--- config.mk ---
export PLATFORM = sky130hd
export DESIGN_NAME = uart_rx
export DESIGN_NICKNAME = d
export VERILOG_FILES = /design/src/rtl/uart_rx.sv
export SDC_FILE = /design/constraint.sdc
export NUM_CORES = 1
export LEC_CHECK = 0
export ABC_AREA = 1
export ABC_CLOCK_PERIOD_IN_PS = 4950
export CORE_UTILIZATION = 45
export CTS_BUF_LIST = sky130_fd_sc_hd__clkbuf_8
export DETAILED_ROUTE_END_ITERATION = 6
export HOLD_SLACK_MARGIN = 0.05
export PLACE_DENSITY = 0.65
export SETUP_SLACK_MARGIN = 0.02
export SYNTH_ARGS = -nofsm -noshare
export SYNTH_HDL_FRONTEND = slang
export SYNTH_SLANG_ARGS = --single-unit
--- constraint.sdc ---
create_clock -name clk -period 4.95 [get_ports clk]
set_input_delay 1.2375 -clock clk [delete_from_list [all_inputs] [get_ports clk]]
set_output_delay 1.2375 -clock clk [all_outputs]
set_load 0.005 [all_outputs]
--- src/rtl/uart_rx.sv ---
`timescale 1ns/1ps
// uart_rx: 8-bit UART receiver with 16x oversampling.
// A clock-enable tick is derived from clk for the selected baud rate, so no
// derived clocks are used. Each bit is sampled once, at its centre.
//
// Ports:
//   clk          system clock, rising edge
//   rst          asynchronous active-low reset
//   bd_rate      baud select 00=1200, 01=2400, 10=4800, 11=9600
//   parity_en    frame carries a parity bit after D7
//   parity_odd   0 = even parity, 1 = odd parity
//   rx           serial line, asynchronous, idle high
//   data_out     last received byte, held until the next completed frame
//   data_valid   one-cycle pulse, good frame
//   frame_error  one-cycle pulse, stop bit sampled 0
//   parity_error one-cycle pulse alongside data_valid/frame_error on mismatch
//   busy         receiver is not idle
module uart_rx #(
    parameter int CLK_FREQ   = 50000000,
    parameter int OVERSAMPLE = 16
) (
    input  logic       clk,
    input  logic       rst,
    input  logic [1:0] bd_rate,
    input  logic       parity_en,
    input  logic       parity_odd,
    input  logic       rx,
    output logic [7:0] data_out,
    output logic       data_valid,
    output logic       frame_error,
    output logic       parity_error,
    output logic       busy
);

    localparam int DIV_1200 = CLK_FREQ / (1200 * OVERSAMPLE);
    localparam int DIV_2400 = CLK_FREQ / (2400 * OVERSAMPLE);
    localparam int DIV_4800 = CLK_FREQ / (4800 * OVERSAMPLE);
    localparam int DIV_9600 = CLK_FREQ / (9600 * OVERSAMPLE);

    typedef enum logic [2:0] {IDLE, START, DATA, PARITY, STOP} state_t;

    state_t      state, state_nxt;
    logic        rx_p0, rx_p1;
    logic        rx_s;
    logic [11:0] tick_cnt;
    logic [3:0]  smp_cnt;
    logic [2:0]  bit_cnt;
    logic [7:0]  shift_reg;
    logic [1:0]  bd_lat;
    logic        pen_lat, podd_lat;
    logic        perr;
    logic        armed;
    logic        tick;
    logic        start_det;

    // Reload value of the tick counter (divisor minus one) for a baud code.
    function automatic logic [11:0] div_m1(input logic [1:0] sel);
        case (sel)
            2'b00:   return 12'(DIV_1200 - 1);
            2'b01:   return 12'(DIV_2400 - 1);
            2'b10:   return 12'(DIV_4800 - 1);
            default: return 12'(DIV_9600 - 1);
        endcase
    endfunction

    assign rx_s = rx_p1;
    assign tick = (state != IDLE) && (tick_cnt == 12'd0);
    // armed is cleared by a stop bit sampled low, so a held-low line (break)
    // cannot retrigger until it has been seen high again.
    assign start_det = (state == IDLE) && !rx_s && armed;
    assign busy = (state != IDLE);

    always_ff @(posedge clk or negedge rst) begin
        if (!rst) state <= IDLE;
        else      state <= state_nxt;
    end

    always_comb begin
        state_nxt = state;
        case (state)
            IDLE:   if (start_det) state_nxt = START;
            START:  if (tick && smp_cnt == 4'd7) state_nxt = rx_s ? IDLE : DATA;
            DATA:   if (tick && smp_cnt == 4'd15 && bit_cnt == 3'd7)
                        state_nxt = pen_lat ? PARITY : STOP;
            PARITY: if (tick && smp_cnt == 4'd15) state_nxt = STOP;
            // Leave at mid-stop-bit so a back-to-back start edge is caught.
            STOP:   if (tick && smp_cnt == 4'd15) state_nxt = IDLE;
            default: state_nxt = IDLE;
        endcase
    end

    // Stage p0/p1: two-flop synchronizer for rx; control and output registers.
    always_ff @(posedge clk or negedge rst) begin
        if (!rst) begin
            rx_p0        <= 1'b1;
            rx_p1        <= 1'b1;
            tick_cnt     <= 12'd0;
            smp_cnt      <= 4'd0;
            bit_cnt      <= 3'd0;
            bd_lat       <= 2'b00;
            pen_lat      <= 1'b0;
            podd_lat     <= 1'b0;
            perr         <= 1'b0;
            armed        <= 1'b1;
            data_out     <= 8'h00;
            data_valid   <= 1'b0;
            frame_error  <= 1'b0;
            parity_error <= 1'b0;
        end else begin
            rx_p0        <= rx;
            rx_p1        <= rx_p0;
            data_valid   <= 1'b0;
            frame_error  <= 1'b0;
            parity_error <= 1'b0;
            if (state == IDLE && rx_s) armed <= 1'b1;
            if (start_det) begin
                bd_lat   <= bd_rate;
                pen_lat  <= parity_en;
                podd_lat <= parity_odd;
                tick_cnt <= div_m1(bd_rate);
                smp_cnt  <= 4'd0;
                bit_cnt  <= 3'd0;
                perr     <= 1'b0;
            end else if (state != IDLE) begin
                tick_cnt <= (tick_cnt == 12'd0) ? div_m1(bd_lat) : tick_cnt - 12'd1;
                if (tick) begin
                    if (state == START && smp_cnt == 4'd7) smp_cnt <= 4'd0;
                    else                                     smp_cnt <= smp_cnt + 4'd1;
                    if (smp_cnt == 4'd15) begin
                        case (state)
                            DATA:   bit_cnt <= bit_cnt + 3'd1;
                            PARITY: perr <= (rx_s != (^shift_reg ^ podd_lat));
                            STOP: begin
                                data_out     <= shift_reg;
                                data_valid   <= rx_s;
                                frame_error  <= !rx_s;
                                parity_error <= perr;
                                armed        <= rx_s;
                            end
                            default: ;
                        endcase
                    end
                end
            end
        end
    end

    // Data shift register, LSB first; no reset needed since every frame
    // overwrites all eight bits before data_out is loaded.
    always_ff @(posedge clk) begin
        if (state == DATA && tick && smp_cnt == 4'd15)
            shift_reg <= {rx_s, shift_reg[7:1]};
    end

endmodule
==> results.sh, run 1 <==
export IMPL_rsz0062_at_grt="false"
export IMPL_ios=19
export IMPL_rows=28
export IMPL_max_slew_margin_pct=36.4
export IMPL_fin_crit_ns=2.74
export IMPL_grt_usage_pct=20.0
export IMPL_cts_buffers=5
export IMPL_setup_tns_ns=0
export IMPL_core_area_mm2=0.00606
export IMPL_clkPwrFrac_pct=17.0
export IMPL_cts_tree="yes"
export IMPL_drt_iter0_markers=156
export IMPL_ff_latch_area_mm2=0.00127
export IMPL_yosys_cell_types_count=35
export IMPL_min_path_type="flop to flop"
export IMPL_netlist_area_mm2=0.00291
export IMPL_clock_root_buffer="clkbuf_8"
export IMPL_slowest_stage="clkdlybuf4s50_1"
export IMPL_die_w_um=82.4
export IMPL_clk_pin_slew_ns=0.11
export IMPL_routed_wl_um=5970
export IMPL_startpoint_type="flop"
export IMPL_crit_arrival_ns=1.51
export IMPL_p_sw_uw=692
export IMPL_ant_nets=0
export IMPL_cts_setup_buffers=0
export IMPL_clock_sinks=49
export IMPL_fill_cells=569
export IMPL_drc_errors=0
export IMPL_start_util_pct=48.0
export IMPL_hold_viol=0
export IMPL_antenna_found_initial=0
export IMPL_multi_input_area_mm2=0.00136
export IMPL_synth_cells=377
export IMPL_post_place_ws_ns=2.55
export IMPL_setup_viol=0
export IMPL_swShare_pct=45.8
export IMPL_p_comb_share_pct=44.7
export IMPL_ir_drop_v=0.000252
export IMPL_leakagePower_uw=0.00167
export IMPL_slowest_delay_ns=0.52
export IMPL_cts_htree_levels=2
export IMPL_fp_dieH_um=82.4
export IMPL_viasPerCell=4.99
export IMPL_yosys_warnings=0
export IMPL_grt_pass1_vias=2233
export IMPL_first_pass_iters=5
export IMPL_drv_cap=0
export IMPL_grt_pass1_wl_um=10200
export IMPL_fmaxAchievable_mhz=365
export IMPL_via_count=2365
export IMPL_cts_hold_buf=0
export IMPL_wl_per_cell_um=12.6
export IMPL_drive_gt1_share_pct=11.3
export IMPL_crit_chain="nor2_2 -> nand2_4 -> clkdlybuf4s50_1"
export IMPL_port_buffers=18
export IMPL_power_internal_uw=818
export IMPL_synthesis_nets=389
export IMPL_yosysSeqAreaShare_pct=43.7
export IMPL_place_gp_congestion=0.864
export IMPL_clkLatencyLatePin_ns=0.31
export IMPL_worst_slack_ns=2.21
export IMPL_status="complete, no violations"
export IMPL_fin_crit_sh_pct=55.4
export IMPL_p_per_area_mw_per_mm2=467
export IMPL_grt_overflow_total=0
export IMPL_worst_setup_path_type="flop to primary output"
export IMPL_sequentialPowerShare_pct=38.2
export IMPL_clockBufferDepth=2
export IMPL_cp_end_kind="primary output"
export IMPL_finalMaxSlewViolations=0
export IMPL_dp_hpwl_um=4460
export IMPL_largest_reg_flops=12
export IMPL_syn_avg_cell_area_um2=7.71
export IMPL_syn2layout_area_growth_pct=11.3
export IMPL_worst_endpoint_required_ns=3.71
export IMPL_antenna_cells=0
export IMPL_crit_fanout=6
export IMPL_grt_max_degree=42
export IMPL_tightest_slew_ns=0.955
export IMPL_ys_ff_latch=49
export IMPL_die_area_mm2=0.00679
export IMPL_ctsResizeCount=0
export IMPL_num_nets_final=410
export IMPL_fin_skew_ns=0.0144
[final timing paths]
check / start / endpoint / slack [ns] / cells past startpoint
max: state[0]$_DFFE_PN0P_ / busy / 2.21 / 3
min: rx_p0$_DFF_PN1_ / rx_p1$_DFF_PN1_ / 0.36 / 0
max reg2reg: tick_cnt[0]$_DFFE_PN0P_ / shift_reg[0]$_DFFE_PP_ / 2.97 / 8
min in group asynchronous: rst / parity_error$_DFF_PN0_ / 1.07 / 1
max in group asynchronous: rst / tick_cnt[0]$_DFFE_PN0P_ / 3.29 / 1
min reg2reg: rx_p0$_DFF_PN1_ / rx_p1$_DFF_PN1_ / 0.36 / 0
[metal layers]
metal,vias up,routed length (um),track usage [%]
met5,-,0,0
met4,0,81,4.91
met3,9,158,3.30
met2,36,2800,33.1
met1,1083,2920,27.2
li1,1237,-,-
[synthesized netlist by cell type, drive strengths merged]
cell type  number  area, um2
ha              5       62.6
dfrtp          38        951
xor2            4       35.0
dfstp           3       78.8
nand3          33        185
o22ai           2       12.5
nand4           7       58.8
nand3b          1       7.51
xnor2           1       8.76
o31ai           1       21.3
buf             4       38.8
nand2         111        447
inv            65        244
nor3            6       57.6
a22o            1       8.76
nor2           42        214
or2             3       18.8
o21ai          34        174
edfxtp          8        240
a21oi           8       43.8
[cells in the final DEF (no fill, tap or decap), types with 2 or more instances in the layout]
cell type          n
clkdlybuf4s50_1   17
nor2_2             4
o21ai_1           14
edfxtp_1           8
nand2_1          105
nor2_4             4
ha_1               5
inv_1             60
o22ai_1            2
nor3_1             3
nor3_4             2
dfrtp_1           38
clkbuf_8           5
nor2_1            33
xor2_1             4
nand2_4            3
nand4_1            6
nand3_1           29
o21ai_0           19
nand3_2            4
or2_2              2
dfstp_2            3
inv_2              5
nand2_2            3
a21oi_1            7
[power by group through the flow]
stage	clock (uW)	sequential (uW)	combinational (uW)
6_report	257	578	676
5_1_grt	280	590	770
4_1_cts	264	577	673
3_5_place_dp	0	585	669
3_3_place_gp	0	582	661
2_1_floorplan	0	567	535
[critical path: cells and delay by family, from the launching register on]
family | cells | cell delay [ns]
buffers and inverters | 1 | 0.52
DFF | 1 | 0.47
and+or+nand+nor | 2 | 0.20
[metrics by stage]
stage               hold WS (ns)  total power (uW)  utilization [%]  std cells  cell area [um2]
floorplan                  0.345              1100                -        377             2910
global placement           0.345              1240             51.8        466             3140
detailed placement         0.349              1250             51.8        466             3140
CTS                        0.365              1510             53.4        474             3240
global route               0.367              1640             53.4        474             3240
finish                     0.364              1510             53.4        474             3240
[final cells by class]
cell class                 count  area share [%]
clock inverter                 3           0.889
timing repair buffer          18            5.41
clock buffer                   5            2.13
multi-input combinational    259            41.9
inverter                      65            7.54
sequential                    49            39.2
tap                           75            2.90
[cell families after synthesis]
logic type,synth area share (%)
AND/OR/NAND/NOR,34.0
buffers and inverters,9.72
flip-flops,43.7
AO/OA/AOI/OAI,8.95
XOR/XNOR,1.51
adder cells (fa/ha/maj),2.15
Power figures use the tool's default switching activity.
==> run 2, diff against run 1 <==
Settings changed: ABC_CLOCK_PERIOD_IN_PS 4950 to 2400, PLACE_DENSITY 0.65 to 0.68.
Clock period 4.95 ns to 2.4 ns, I/O delays scaled along.
==> run 2 against run 1 <==
  * Die area unchanged
  * Register-to-register slack got worse by 2.5 ns
  * Core utilization is 0.43 points higher
  * Via count increased by 2.5%
  * Final area up 0.81%
  * Critical endpoint unchanged
  * Highest routed layer unchanged
==> results.sh, run 2 (synthesized netlist as in run 1, its figures left out) <==
export IMPL_status="complete, no violations"
export IMPL_finalMaxSlewViolations=0
export IMPL_core_area_mm2=0.00606
export IMPL_max_slew_margin_pct=64.5
export IMPL_ctsResizeCount=0
export IMPL_num_nets_final=411
export IMPL_slowest_stage="clkdlybuf4s50_1"
export IMPL_drt_iter0_markers=142
export IMPL_leakagePower_uw=0.00169
export IMPL_r2r_slack_ns=0.51
export IMPL_final_common_cell="nand2_1"
export IMPL_antenna_found_initial=0
export IMPL_rows=28
export IMPL_routed_wl_um=6070
export IMPL_die_area_mm2=0.00679
export IMPL_largest_reg_flops=12
export IMPL_rr_worst_depth=8
export IMPL_via_count=2425
export IMPL_fp_dieH_um=82.4
export IMPL_crit_fanout=6
export IMPL_r2r_end="shift_reg[7]$_DFFE_PP_"
export IMPL_slowest_delay_ns=0.52
export IMPL_syn2layout_area_growth_pct=12.2
export IMPL_critPathTopFamily="buffers and inverters"
export IMPL_drv_cap=0
export IMPL_crit_arrival_ns=1.52
export IMPL_critPathBufInv=1
export IMPL_critical_path_startpoint="state[0]$_DFFE_PN0P_"
export IMPL_ios=19
export IMPL_worst_setup_path_type="flop to primary output"
export IMPL_grt_max_degree=42
export IMPL_cts_htree_levels=2
export IMPL_setup_tns_ns=0
export IMPL_ir_drop_v=0.000486
export IMPL_crit_chain="nor2_2 -> nand2_4 -> clkdlybuf4s50_1"
export IMPL_clock_sinks=49
export IMPL_p_per_area_mw_per_mm2=980
export IMPL_grt_pass1_wl_um=10400
export IMPL_startpoint_type="flop"
export IMPL_min_path_type="input pin to async pin"
export IMPL_place_gp_congestion=0.876
export IMPL_cts_tree="yes"
export IMPL_setup_viol=0
export IMPL_worst_endpoint_required_ns=1.80
export IMPL_fin_crit_sh_pct=88.4
export IMPL_utilization_pct=53.8
export IMPL_viasPerCell=5.11
export IMPL_cp_endpoint="busy"
export IMPL_clock_root_buffer="clkbuf_8"
export IMPL_die_w_um=82.4
export IMPL_cts_setup_buffers=0
export IMPL_wl_per_cell_um=12.8
export IMPL_start_util_pct=48.0
export IMPL_fin_crit_ns=2.12
export IMPL_dp_hpwl_um=4550
export IMPL_rsz0062_at_grt="false"
export IMPL_cp_end_kind="primary output"
export IMPL_grt_overflow_total=0
export IMPL_clockBufferDepth=2
export IMPL_fin_skew_ns=0.00659
export IMPL_first_pass_iters=5
export IMPL_antenna_cells=0
export IMPL_port_buffers=18
export IMPL_grt_usage_pct=20.5
export IMPL_tightest_slew_ns=0.532
export IMPL_hold_viol=0
export IMPL_clkLatencyLatePin_ns=0.31
export IMPL_ant_nets=0
export IMPL_layout_common_cells="nand2_1, inv_1, dfrtp_1"
export IMPL_drc_errors=0
export IMPL_grt_pass1_vias=2211
export IMPL_clk_pin_slew_ns=0.10
export IMPL_cts_buffers=5
export IMPL_cts_hold_buf=0
export IMPL_fmaxAchievable_mhz=471
export IMPL_cp_num_cells=3
export IMPL_drive_gt1_share_pct=11.5
export IMPL_r2r_start="tick_cnt[0]$_DFFE_PN0P_"
==> run 2: cell types whose count changed in the layout (fill, tap and decap cells not counted) <==
cell and delta:
buf_4 +1, bufinv_16 +1, clkinv_4 -1, inv_6 +1
inv_8 -1
==> run 2: power breakdown <==
| group | total [uW] | internal (uW) | switching (uW) |
|---|---|---|---|
| clock network | 612 | 318 | 294 |
| logic | 1390 | 451 | 936 |
| registers | 1200 | 1020 | 178 |
==> run 2: worst register-to-register path, cell delays in order, from the launching register on <==
cell and delay [ns]:
dfrtp_1 0.40, inv_1 0.14, ha_1 0.24, nand3_2 0.14
nor2_4 0.16, nand3_2 0.12, inv_2 0.07, nand3_1 0.06
inv_1 0.25
==> run 2: area by class of cell <==
type                    instances  area [um2]
fillers                       594        2800
multi-input cells             259        1360
flip-flops and latches         49        1270
inverters                      65         244
repair buffers                 19         183
well taps                      75        93.8
clock buffers                   5        68.8
clock inverters                 3        47.5
==> run 2: metrics by stage <==
| stage | hold slack [ns] | instance area [um2] | power (uW) | worst slack, ns | std cells |
|---|---|---|---|---|---|
| after floorplan | 0.304 | 2910 | 2270 | 0.716 | 377 |
| after global placement | 0.347 | 3150 | 2570 | 0.566 | 467 |
| after detailed placement | 0.351 | 3150 | 2590 | 0.495 | 467 |
| after CTS | 0.366 | 3260 | 3210 | 0.262 | 475 |
| after global routing | 0.373 | 3260 | 3460 | 0.229 | 475 |
| final | 0.350 | 3260 | 3200 | 0.278 | 475 |
==> run 2: per-layer routing <==
layer | GRT usage (%) | wire [um] | up-vias
met5 | 0 | 0 | -
met4 | 9.12 | 148 | 0
met3 | 3.41 | 186 | 15
met2 | 32.6 | 2870 | 58
met1 | 27.5 | 2870 | 1114
li1 | - | - | 1238
==> run 2: worst min path at each step <==
stage	cells past startpoint	from	slack, ns	to
after CTS	2	rst	0.37	parity_error$_DFF_PN0_
after global routing	0	rx_p0$_DFF_PN1_	0.37	rx_p1$_DFF_PN1_
final	2	rst	0.35	data_out[7]$_DFFE_PN0P_
after floorplan	0	rst	0.30	bd_lat[0]$_DFFE_PN0P_
after global placement	0	rx_p0$_DFF_PN1_	0.35	rx_p1$_DFF_PN1_
after detailed placement	0	rx_p0$_DFF_PN1_	0.35	rx_p1$_DFF_PN1_
